### config.mk
export PLATFORM = sky130hd
export DESIGN_NAME = mmio_uart_ctrl
export DESIGN_NICKNAME = d
export VERILOG_FILES = /design/src/rtl/mmio_uart_ctrl.sv
export SDC_FILE = /design/constraint.sdc
export NUM_CORES = 1
export LEC_CHECK = 0
export ABC_AREA = 1
export CORE_UTILIZATION = 45
export CTS_BUF_LIST = sky130_fd_sc_hd__clkbuf_2 sky130_fd_sc_hd__clkbuf_4 sky130_fd_sc_hd__clkbuf_8
export CTS_CLUSTER_SIZE = 12
export DETAILED_ROUTE_END_ITERATION = 6
export PLACE_DENSITY = 0.8
export RECOVER_POWER = 100
export SYNTH_ARGS = -nofsm -noshare
export SYNTH_HDL_FRONTEND = slang
export SYNTH_SLANG_ARGS = --single-unit
### constraint.sdc
create_clock -name clk -period 3 [get_ports clk]
set_clock_uncertainty 0.05 [all_clocks]
set_input_delay 0.6 -clock clk [delete_from_list [all_inputs] [get_ports clk]]
set_output_delay 0.6 -clock clk [all_outputs]
set_load 0.1 [all_outputs]
### src/rtl/mmio_uart_ctrl.sv
// Memory-mapped UART controller: 16-byte register window, one-byte TX holding
// register with a start/busy handshake FSM, and a small RX FIFO.
module mmio_uart_ctrl #(
  parameter logic [31:0] BASE_ADDR    = 32'd64,
  parameter int          RX_DEPTH     = 4,
  parameter int          BUSY_TIMEOUT = 15
) (
  input  logic        clk,
  input  logic        reset,
  input  logic [31:0] address,
  input  logic [31:0] WD,
  input  logic        mem_write,
  input  logic        mem_read,
  output logic        io_sel,
  output logic [31:0] RD,
  output logic        rd_valid,
  output logic [7:0]  tx_data,
  output logic        tx_start,
  input  logic        tx_busy,
  input  logic [7:0]  rx_data,
  input  logic        rx_valid
);

  localparam int PW = $clog2(RX_DEPTH);
  localparam int CW = PW + 1;
  localparam int TW = $clog2(BUSY_TIMEOUT + 1);

  typedef enum logic [1:0] {IDLE, START, WAIT_BUSY, WAIT_DONE} txState_e;

  txState_e       state_q;
  logic [7:0]     hold_q;
  logic           holdFull_q;
  logic           txDrop_q;
  logic [TW-1:0]  timeout_q;
  logic           txStart_q;
  logic [7:0]     txData_q;

  logic [7:0]     fifo_q [RX_DEPTH];
  logic [PW-1:0]  wrPtr_q, wrPtr_d, rdPtr_q, rdPtr_d;
  logic [CW-1:0]  count_q, count_d;
  logic           overflow_q, overflow_d;

  logic [31:0]    rdData_q, rdData_d;
  logic           rdValid_q;

  logic [1:0]     regSel;
  logic           wrEn, rdEn, txWr, ctrlWr, clrSticky, flush;
  logic           fifoEmpty, fifoFull, rxPop, rxPush;
  logic [3:0]     countField;
  logic           unusedBits;

  assign io_sel    = (address[31:4] == BASE_ADDR[31:4]);
  assign regSel    = address[3:2];
  assign wrEn      = mem_write & io_sel;
  // A simultaneous store wins; the load is dropped entirely.
  assign rdEn      = mem_read & io_sel & ~mem_write;
  assign txWr      = wrEn && (regSel == 2'd0);
  assign ctrlWr    = wrEn && (regSel == 2'd3);
  assign clrSticky = ctrlWr & WD[0];
  assign flush     = ctrlWr & WD[1];
  assign unusedBits = ^{address[1:0], WD[31:8]};

  assign fifoEmpty = (count_q == '0);
  assign fifoFull  = (count_q == CW'(RX_DEPTH));
  assign rxPop     = rdEn && (regSel == 2'd1) && !fifoEmpty;
  // A pop in the same cycle frees the slot, so a full FIFO still accepts.
  assign rxPush    = rx_valid && (!fifoFull || rxPop) && !flush;

  always_ff @(posedge clk) begin
    if (reset) begin
      state_q    <= IDLE;
      hold_q     <= '0;
      holdFull_q <= 1'b0;
      txDrop_q   <= 1'b0;
      timeout_q  <= '0;
      txStart_q  <= 1'b0;
      txData_q   <= '0;
    end else begin
      txStart_q <= 1'b0;
      if (clrSticky) txDrop_q <= 1'b0;
      if (txWr) begin
        if (!holdFull_q) begin
          hold_q     <= WD[7:0];
          holdFull_q <= 1'b1;
        end else begin
          txDrop_q <= 1'b1;
        end
      end
      case (state_q)
        IDLE: begin
          if (holdFull_q && !tx_busy) begin
            txData_q  <= hold_q;
            txStart_q <= 1'b1;
            state_q   <= START;
          end
        end
        START: begin
          holdFull_q <= 1'b0;
          timeout_q  <= '0;
          state_q    <= WAIT_BUSY;
        end
        WAIT_BUSY: begin
          if (tx_busy) state_q <= WAIT_DONE;
          else if (timeout_q == TW'(BUSY_TIMEOUT - 1)) state_q <= IDLE;
          else timeout_q <= timeout_q + TW'(1);
        end
        WAIT_DONE: begin
          if (!tx_busy) state_q <= IDLE;
        end
        default: state_q <= IDLE;
      endcase
    end
  end

  assign tx_start = txStart_q;
  assign tx_data  = txData_q;

  always_comb begin
    wrPtr_d    = wrPtr_q;
    rdPtr_d    = rdPtr_q;
    count_d    = count_q;
    overflow_d = overflow_q;
    if (rxPush) wrPtr_d = wrPtr_q + PW'(1);
    if (rxPop)  rdPtr_d = rdPtr_q + PW'(1);
    case ({rxPush, rxPop})
      2'b10:   count_d = count_q + CW'(1);
      2'b01:   count_d = count_q - CW'(1);
      default: count_d = count_q;
    endcase
    if (clrSticky) overflow_d = 1'b0;
    if (rx_valid && fifoFull && !rxPop && !flush) overflow_d = 1'b1;
    if (flush) begin
      wrPtr_d = '0;
      rdPtr_d = '0;
      count_d = '0;
    end
  end

  always_ff @(posedge clk) begin
    if (reset) begin
      wrPtr_q    <= '0;
      rdPtr_q    <= '0;
      count_q    <= '0;
      overflow_q <= 1'b0;
    end else begin
      wrPtr_q    <= wrPtr_d;
      rdPtr_q    <= rdPtr_d;
      count_q    <= count_d;
      overflow_q <= overflow_d;
    end
  end

  always_ff @(posedge clk) begin
    if (rxPush) fifo_q[wrPtr_q] <= rx_data;
  end

  // A 16-deep FIFO can hold 16 entries but the field is 4 bits, so saturate.
  always_comb begin
    countField = 4'(count_q);
    if (int'(count_q) > 15) countField = 4'hF;
  end

  always_comb begin
    rdData_d = '0;
    case (regSel)
      2'd1:    rdData_d = fifoEmpty ? 32'd0 : {24'd0, fifo_q[rdPtr_q]};
      2'd2:    rdData_d = {24'd0, countField, txDrop_q, overflow_q, !fifoEmpty, !holdFull_q};
      default: rdData_d = '0;
    endcase
  end

  always_ff @(posedge clk) begin
    if (reset) begin
      rdData_q  <= '0;
      rdValid_q <= 1'b0;
    end else begin
      rdValid_q <= rdEn;
      if (rdEn) rdData_q <= rdData_d;
    end
  end

  assign RD       = rdData_q;
  assign rd_valid = rdValid_q;

endmodule

==> results.toml, run 1 <==
[critical_path]
crit_path_end_kind = "output port"
path_cells = "clkdlybuf4s50_1 -> inv_1 -> nor2_1 -> nand2_1 -> nor2_1 -> nand2_1 -> nor2_4 -> clkbuf_1 -> buf_2"
critPathLaunchType = "primary input"
r2r_setup_slack_ns = 0.91
slowest_stage = "clkdlybuf4s50_1"
r2r_start = "count_q[2]"
critPathKind = "in2out"
cpLargestDelayFamily = "buffers and inverters"
cp.buffers_inverters = 4
reg2reg_to = "count_q[2]"
cp.required_ns = 2.35
r2r_cells = 11
cp_max_fo = 4
cp.arrival_ns = 2.14
cp_slowest_stage_delay_ns = 0.46

[routing]
drtAntennaViolNets = 0
drc = 0
drtIter0Drc = 88
viasPerCell = 4.83
wl_per_cell_um = 12.0
vias = 2807
firstDrtPassIters = 4
routed_wirelength_um = 6980

[power]
p_switching_uw = 670
swShare_pct = 29.3
pwr-share-seq_pct = 49.9
internal_power_mw = 1.61
pwr-share-comb_pct = 16.5
power_density_mw_per_mm2 = 531
ir_drop_v = 0.000405
power.leakage_nw = 1.62
clkPwrFrac_pct = 33.7

[place]
port-buffer-count = 70
gp_congestion = 0.850
dp.final_hpwl_um = 5170

[cells_and_area]
multi_input_area_sq_mm = 0.00136
syn_to_final_growth_pct = 22.8
fillCellCount = 651
regArea_sq_mm = 0.00184
drive_gt1_share_pct = 7.26
utilization_pct = 58.3
num_antenna_cells = 0
final_cell_mix = "69 x nor2_1, 51 x nand2_1, 44 x dfxtp_1, 42 x clkdlybuf4s50_1, 33 x inv_1"
layout_commonest_cell = "nor2_1"
nets = 567

[sta]
rsz0062_at_grt = "false"
post-route-period-util_pct = 93.0
min_period_ns = 2.79
slew_headroom_pct = 21.9
final_max_slew_viol_count = 0
holdWs_ns = 0.417
clock.fmax_ghz = 0.359
worstMarginPinSlew_ns = 1.18
setup_violations = 0
fin_setup_tns_ns = 0
hold_viol = 0

[synth]
synth_cell_types = 35
ys_ff_latch = 76
async_flop_share_pct = 0
yosysSeqAreaShare_pct = 52.6
synthCells = 394
ys_warn_count = 0
synth_edf_count = 32
syn_area_per_cell_sq_um = 8.89
yosysTopAreaCell = "edfxtp_1"
synth_area_leaders = "edfxtp_1 27%, dfxtp_1 25%, nor2_1 7.2%"
synth_top_area_share_pct = 27.4
syn_area_sq_mm = 0.00350
ys.flop_type = "dfxtp_1"

[floorplan]
die_x_um = 90.2
core_sq_mm = 0.00737
die_y_um = 90.2
dieArea_sq_mm = 0.00814
pin_count = 121
start_util_pct = 47.5
num_rows = 31

[global_route]
grt_pass1_wl_um = 12100
grt_pass1_vias = 2752
track_usage_pct = 18.6
grt_antenna_before_repair = 0
grt_max_degree = 22
grt-ovfl-total = 0

[cts]
clk_pin_slew_ns = 0.08
cts_hold_buf = 0
ctsResizeCount = 0
htree_levels = 3
clock_latency_ns = 0.35
cts.path.max_buffers = 2
post_cts_buffers = 0
clockRootBuffer = "clkbuf_8"
cts_buffers = 9
cts.sinks = 76
tritoncts = "built"

[hold_path]
min_path_type = "reg2reg"
holdCritStartpoint = "hold_q[2]"
min_to = "hold_q[2]"
hold_depth = 2

[run]
cap_violations = 0

[run_status]
status = "complete, no violations"
==> worst register-to-register path: cells and delay by family, from the launching register on <==
kind	cells	cell delay, ns
AOI/OAI and AO/OA	2	0.23
xor gates and xnor gates	1	0.14
adders and majority gates	2	0.49
buffers and inverters	2	0.13
DFF	1	0.37
and+or+nand+nor	4	0.57
==> layout make-up <==
type | count | area share [%]
clock buffers | 9 | 2.88
clock inverters | 7 | 1.69
inverters | 35 | 3.06
multi-input cells | 272 | 31.6
flip-flops and latches | 76 | 42.9
well taps | 99 | 2.88
repair buffers | 83 | 15.1
==> metal layers <==
layer	track usage, %	vias up	part of all wire, %
li1	-	1430	-
met4	7.93	0	1.4
met5	0	-	0
met1	21.8	1270	43
met3	5.84	13	5.9
met2	31.5	94	50
==> stage by stage <==
stage          power, mW  worst slack (ns)  cells  area, sq um
4_1_cts             2.31             0.394    581         4460
6_report            2.28             0.211    581         4300
5_1_grt             2.40            0.0980    581         4300
3_3_place_gp        1.53            0.0463    565         4260
2_1_floorplan       1.45            0.0250    417         3610
3_5_place_dp        1.55            0.0263    565         4260
==> kinds of logic (layout without fill, tap and decap cells) <==
| group | count (synthesis) | count (layout) | synth area share, % |
|---|---|---|---|
| adders and majority gates | 12 | 12 | 4.50 |
| buffers and inverters | 69 | 134 | 10.4 |
| DFF | 76 | 76 | 52.6 |
| xor gates and xnor gates | 1 | 1 | 0.250 |
| other | 1 | 24 | 0.107 |
| and+or+nand+nor | 163 | 163 | 21.1 |
| AOI/OAI and AO/OA | 72 | 72 | 11.0 |
==> worst max path at each step <==
stage                           start          to  slack, ns  depth (start not counted)
after global routing       address[6]      io_sel        0.1                          9
after floorplan           address[11]  count_q[2]       0.02                         14
after CTS                  address[6]  count_q[1]       0.39                         16
final                      address[6]      io_sel       0.21                          9
after global placement     address[6]  count_q[1]       0.05                         16
after detailed placement   address[6]  count_q[1]       0.03                         16
==> sequential cells by signal, indices dropped and copies added (netlist names), named ones only <==
register,flops
count_q,3
state_q,2
wrPtr_q,2
txDrop_q,1
overflow_q,1
rd_valid,1
tx_start,1
timeout_q,4
rdPtr_q,2
tx_data,8
RD,8
fifo_q,32
holdFull_q,1
hold_q,8
==> power groups by stage <==
stage | Sequential, mW | Clock (mW) | Combinational [mW]
2_1_floorplan | 1.16 | 0 | 0.294
4_1_cts | 1.14 | 0.787 | 0.385
3_5_place_dp | 1.16 | 0 | 0.384
3_3_place_gp | 1.16 | 0 | 0.374
6_report | 1.14 | 0.769 | 0.376
5_1_grt | 1.15 | 0.841 | 0.410
==> Yosys cell counts, drive strengths merged (2+ instances only) <==
cell type  instances
clkbuf             4
inv               35
o21ai             33
nand2             52
edfxtp            32
nor3               5
nand4              6
or2                6
ha                11
nand3             19
o32ai              2
buf               30
dfxtp             44
a21oi             29
nor2              72
o22ai              7
Note: power is estimated with default switching activity, not from simulation.
==> run 2: changes to the inputs <==
--- a/config.mk
+++ b/config.mk
@@ -10,6 +10,7 @@
 export CTS_BUF_LIST = sky130_fd_sc_hd__clkbuf_2 sky130_fd_sc_hd__clkbuf_4 sky130_fd_sc_hd__clkbuf_8
 export CTS_CLUSTER_SIZE = 12
 export DETAILED_ROUTE_END_ITERATION = 6
+export MAX_ROUTING_LAYER = met4
 export PLACE_DENSITY = 0.8
 export RECOVER_POWER = 100
 export SYNTH_ARGS = -nofsm -noshare
==> run 2 against run 1 <==
  * Die area stayed put
  * Critical path depth stayed put
  * Flip-flop and latch count stayed put
  * Worst setup slack hardly changed
  * Cell count stayed put
  * Sequential power hardly changed
  * Utilization stayed put
  * Final area stayed put
  * Critical path type unchanged
  * Combinational power hardly changed
==> results.toml, run 2 (same netlist as run 1, synthesis figures left out) <==
[place]
dp.final_hpwl_um = 5170
gp_congestion = 0.863
pre_cts_ws_ns = 0.0263
dpl_cell_area_sq_mm = 0.00426
port-buffer-count = 70

[cells_and_area]
num_antenna_cells = 0
drive_gt1_share_pct = 7.26
largest_reg_flops = 32
final_cell_mix = "69 x nor2_1, 51 x nand2_1, 44 x dfxtp_1, 42 x clkdlybuf4s50_1, 33 x inv_1"
finish.instance_area_sq_mm = 0.00430
fillCellCount = 651
nets = 567
regMostFlops = "fifo_q"
layout_commonest_cell = "nor2_1"
syn_to_final_growth_pct = 22.8

[cts]
clk_pin_slew_ns = 0.08
tritoncts = "built"
ctsResizeCount = 0
cts.sinks = 76
clock_latency_ns = 0.35
cts.path.max_buffers = 2
cts_buffers = 9
post_cts_buffers = 0
htree_levels = 3
clockRootBuffer = "clkbuf_8"
cts_hold_buf = 0

[hold_path]
hold_depth = 2
min_path_type = "reg2reg"

[power]
power_density_mw_per_mm2 = 532
power.leakage_nw = 1.62
p_total_mw = 2.29
ir_drop_v = 0.000405

[sta]
setup_violations = 0
worstMarginPinSlew_ns = 1.18
hold_viol = 0
setup_slack_ns = 0.211
slew_headroom_pct = 21.9
post-route-period-util_pct = 93.0
clock.fmax_ghz = 0.358
min_period_ns = 2.79
final_max_slew_viol_count = 0
fin_setup_tns_ns = 0
rsz0062_at_grt = "false"

[global_route]
track_usage_pct = 19.2
grt_max_degree = 22
grt-ovfl-total = 0
grt_antenna_before_repair = 0
grt_pass1_vias = 2743
grt_pass1_wl_um = 12100

[floorplan]
core_sq_mm = 0.00737
die_x_um = 90.2
die_y_um = 90.2
start_util_pct = 47.5
pin_count = 121
dieArea_sq_mm = 0.00814
num_rows = 31

[routing]
drc = 0
vias = 2802
viasPerCell = 4.82
firstDrtPassIters = 4
wl_per_cell_um = 12.1
drtIter0Drc = 82
drtAntennaViolNets = 0
routed_wirelength_um = 7010

[critical_path]
crit_cells = 9
cp_max_fo = 4
cp.arrival_ns = 2.14
path_cells = "clkdlybuf4s50_1 -> inv_1 -> nor2_1 -> nand2_1 -> nor2_1 -> nand2_1 -> nor2_4 -> clkbuf_1 -> buf_2"
critPathKind = "in2out"
r2r_setup_slack_ns = 0.91
cpLargestDelayFamily = "buffers and inverters"
cp.buffers_inverters = 4
cp.required_ns = 2.35
critPathLaunchType = "primary input"
cp_slowest_stage_delay_ns = 0.46
slowest_stage = "clkdlybuf4s50_1"
crit_path_end_kind = "output port"
r2r_cells = 11

[run_status]
status = "complete, no violations"

[run]
cap_violations = 0
[run 2: cell counts in the layout (fill, tap and decap cells not counted)]
Identical to the previous run, type by type.
[run 2: worst min-delay path, cell delays in order (launching register included)]
cell,delay (ns)
dfxtp_1,0.31
nand2_1,0.06
a21oi_1,0.05
[run 2: worst paths after layout]
path | from | to
max | address[6] | io_sel
max reg2reg | count_q[2] | count_q[2]
min reg2reg | hold_q[5] | hold_q[5]
min | hold_q[5] | hold_q[5]
[run 2: layer usage]
| metal | up-vias | global-route usage (%) | share of wire (%) |
|---|---|---|---|
| met5 | - | - | 0 |
| met4 | 0 | 9.14 | 1.8 |
| met3 | 15 | 5.08 | 5.0 |
| met2 | 90 | 31.5 | 50 |
| met1 | 1267 | 21.9 | 44 |
| li1 | 1430 | - | - |
[run 2: area by class of cell]
class	instances	area [sq um]	area share, %
Clock buffer	9	124	2.88
Timing Repair Buffer	83	647	15.1
Multi-Input combinational cell	272	1360	31.6
Inverter	35	131	3.06
Clock inverter	7	72.6	1.69
Tap cell	99	124	2.88
Sequential cell	76	1840	42.9
[run 2: through the flow]
step	utilization, %	hold slack [ns]	instances
after floorplan	-	0.382	417
after global placement	57.8	0.397	565
after detailed placement	57.8	0.402	565
after CTS	60.5	0.413	581
after global routing	58.3	0.433	581
final	58.3	0.417	581
[run 2: power breakdown]
group	switching (mW)	total [mW]	internal, mW
Clock	0.384	0.771	0.387
Combinational	0.262	0.376	0.113
Sequential	0.0247	1.14	1.11
Total	0.671	2.29	1.61
==> run 3: changes to the inputs <==
--- a/config.mk
+++ b/config.mk
@@ -6,12 +6,12 @@
 export NUM_CORES = 1
 export LEC_CHECK = 0
 export ABC_AREA = 1
-export CORE_UTILIZATION = 45
+export CORE_UTILIZATION = 47
 export CTS_BUF_LIST = sky130_fd_sc_hd__clkbuf_2 sky130_fd_sc_hd__clkbuf_4 sky130_fd_sc_hd__clkbuf_8
 export CTS_CLUSTER_SIZE = 12
 export DETAILED_ROUTE_END_ITERATION = 6
 export MAX_ROUTING_LAYER = met4
-export PLACE_DENSITY = 0.8
+export PLACE_DENSITY = 0.83
 export RECOVER_POWER = 100
 export SYNTH_ARGS = -nofsm -noshare
 export SYNTH_HDL_FRONTEND = slang
==> run 3 against run 2 <==
  * Global-route usage grew 1.0 points
  * Die area shrank 4.2%
  * Wire length grew 2.5%
  * Critical path type unchanged
==> results.toml, run 3 (same netlist as run 1, synthesis figures left out) <==
[sta]
rsz0062_at_grt = "false"
hold_viol = 0
holdWs_ns = 0.416
setup_violations = 0
clock.fmax_ghz = 0.370
slew_headroom_pct = 21.6
setup_slack_ns = 0.299
final_max_slew_viol_count = 0
min_period_ns = 2.70
post-route-period-util_pct = 90.0
worstMarginPinSlew_ns = 1.18

[floorplan]
pin_count = 121
die_y_um = 88.3
die_x_um = 88.3
start_util_pct = 48.5
core_sq_mm = 0.00721
num_rows = 31
dieArea_sq_mm = 0.00780

[cts]
tritoncts = "built"
cts.path.max_buffers = 2
cts_buffers = 9
clock_latency_ns = 0.35
post_cts_buffers = 0
clk_pin_slew_ns = 0.08
clockRootBuffer = "clkbuf_8"
cts.sinks = 76
ctsResizeCount = 0
htree_levels = 3
cts_hold_buf = 0

[place]
dp.final_hpwl_um = 5270
gp_congestion = 0.840
dpl_cell_area_sq_mm = 0.00426
pre_cts_ws_ns = -0.0545
port-buffer-count = 70

[critical_path]
reg2reg_to = "count_q[2]"
cp.buffers_inverters = 3
path_cells = "clkdlybuf4s50_1 -> inv_1 -> nor2_1 -> nand2_1 -> nor2_1 -> nand2_1 -> nor2_4 -> buf_2"
cp.arrival_ns = 2.05
r2r_cells = 11
cp.required_ns = 2.35
cp_slowest_stage_delay_ns = 0.46
r2r_start = "count_q[2]"
critPathLaunchType = "primary input"
crit_path_end_kind = "output port"
slowest_stage = "buf_2"
cpLargestDelayFamily = "buffers and inverters"
r2r_setup_slack_ns = 0.88
cp_max_fo = 5
critPathKind = "in2out"

[hold_path]
holdCritStartpoint = "hold_q[2]"
min_path_type = "reg2reg"
hold_depth = 2
min_to = "hold_q[2]"

[power]
power_density_mw_per_mm2 = 547
p_total_mw = 2.38
power.leakage_nw = 1.65
ir_drop_v = 0.000388

[cells_and_area]
fillCellCount = 635
final_cell_mix = "69 x nor2_1, 50 x nand2_1, 44 x dfxtp_1, 42 x clkdlybuf4s50_1, 33 x inv_1"
syn_to_final_growth_pct = 24.3
drive_gt1_share_pct = 8.92
nets = 567
largest_reg_flops = 32
regMostFlops = "fifo_q"
num_antenna_cells = 0
layout_commonest_cell = "nor2_1"
finish.instance_area_sq_mm = 0.00435

[routing]
vias = 2817
routed_wirelength_um = 7180
wl_per_cell_um = 12.4
firstDrtPassIters = 4
drtAntennaViolNets = 0
viasPerCell = 4.85
drc = 0
drtIter0Drc = 112

[global_route]
grt_pass1_wl_um = 11600
grt_pass1_vias = 2678
grt-ovfl-total = 0
grt_antenna_before_repair = 0
grt_max_degree = 22
track_usage_pct = 20.2

[run_status]
status = "complete, no violations"

[run]
cap_violations = 0
## run 3: how the worst max path moves through the flow
| stage | from | to | depth (start not counted) |
|---|---|---|---|
| 2_1_floorplan | address[11] | count_q[2] | 14 |
| 3_3_place_gp | address[6] | count_q[1] | 16 |
| 3_5_place_dp | address[6] | count_q[1] | 16 |
| 4_1_cts | address[6] | count_q[1] | 16 |
| 5_1_grt | address[6] | count_q[2] | 16 |
| 6_report | address[6] | io_sel | 8 |
## run 3: final cells by class
cell class	instances	area [sq um]	area share (%)
Timing Repair Buffer	83	658	15.1
Clock inverter	7	98.8	2.27
Clock buffer	9	124	2.85
Sequential cell	76	1840	42.3
Inverter	35	131	3.02
Tap cell	99	124	2.85
Multi-Input combinational cell	272	1380	31.6
## run 3: worst register-to-register path, cell delays in order (launching register included)
cell	delay (ns)
dfxtp_1	0.37
inv_1	0.07
nor3_1	0.26
nand2_1	0.17
nand3_4	0.09
ha_1	0.14
inv_1	0.06
fa_2	0.34
a21oi_1	0.14
o21ai_0	0.11
xor2_1	0.15
nor2_1	0.11
## run 3: per-stage QoR
| step | TNS (ns) | instances | util, % |
|---|---|---|---|
| floorplan | 0 | 417 | - |
| global placement | 0 | 565 | 59.0 |
| detailed placement | -0.0722 | 565 | 59.0 |
| CTS | 0 | 581 | 62.1 |
| global route | 0 | 581 | 60.3 |
| finish | 0 | 581 | 60.3 |
## run 3: report_power, final
part / switching [mW] / total (mW) / internal, mW
Combinational: 0.268 / 0.383 / 0.115
Sequential: 0.0248 / 1.14 / 1.11
Clock: 0.389 / 0.862 / 0.473
## run 3: routing by layer
| metal | global-route usage (%) | routed length, um | up-vias | share of wire, % |
|---|---|---|---|---|
| met1 | 20.9 | 3030 | 1277 | 42 |
| met5 | - | 0 | - | 0 |
| met3 | 6.25 | 382 | 14 | 5.3 |
| li1 | - | - | 1425 | - |
| met4 | 7.77 | 110 | 0 | 1.5 |
| met2 | 35.9 | 3650 | 101 | 51 |
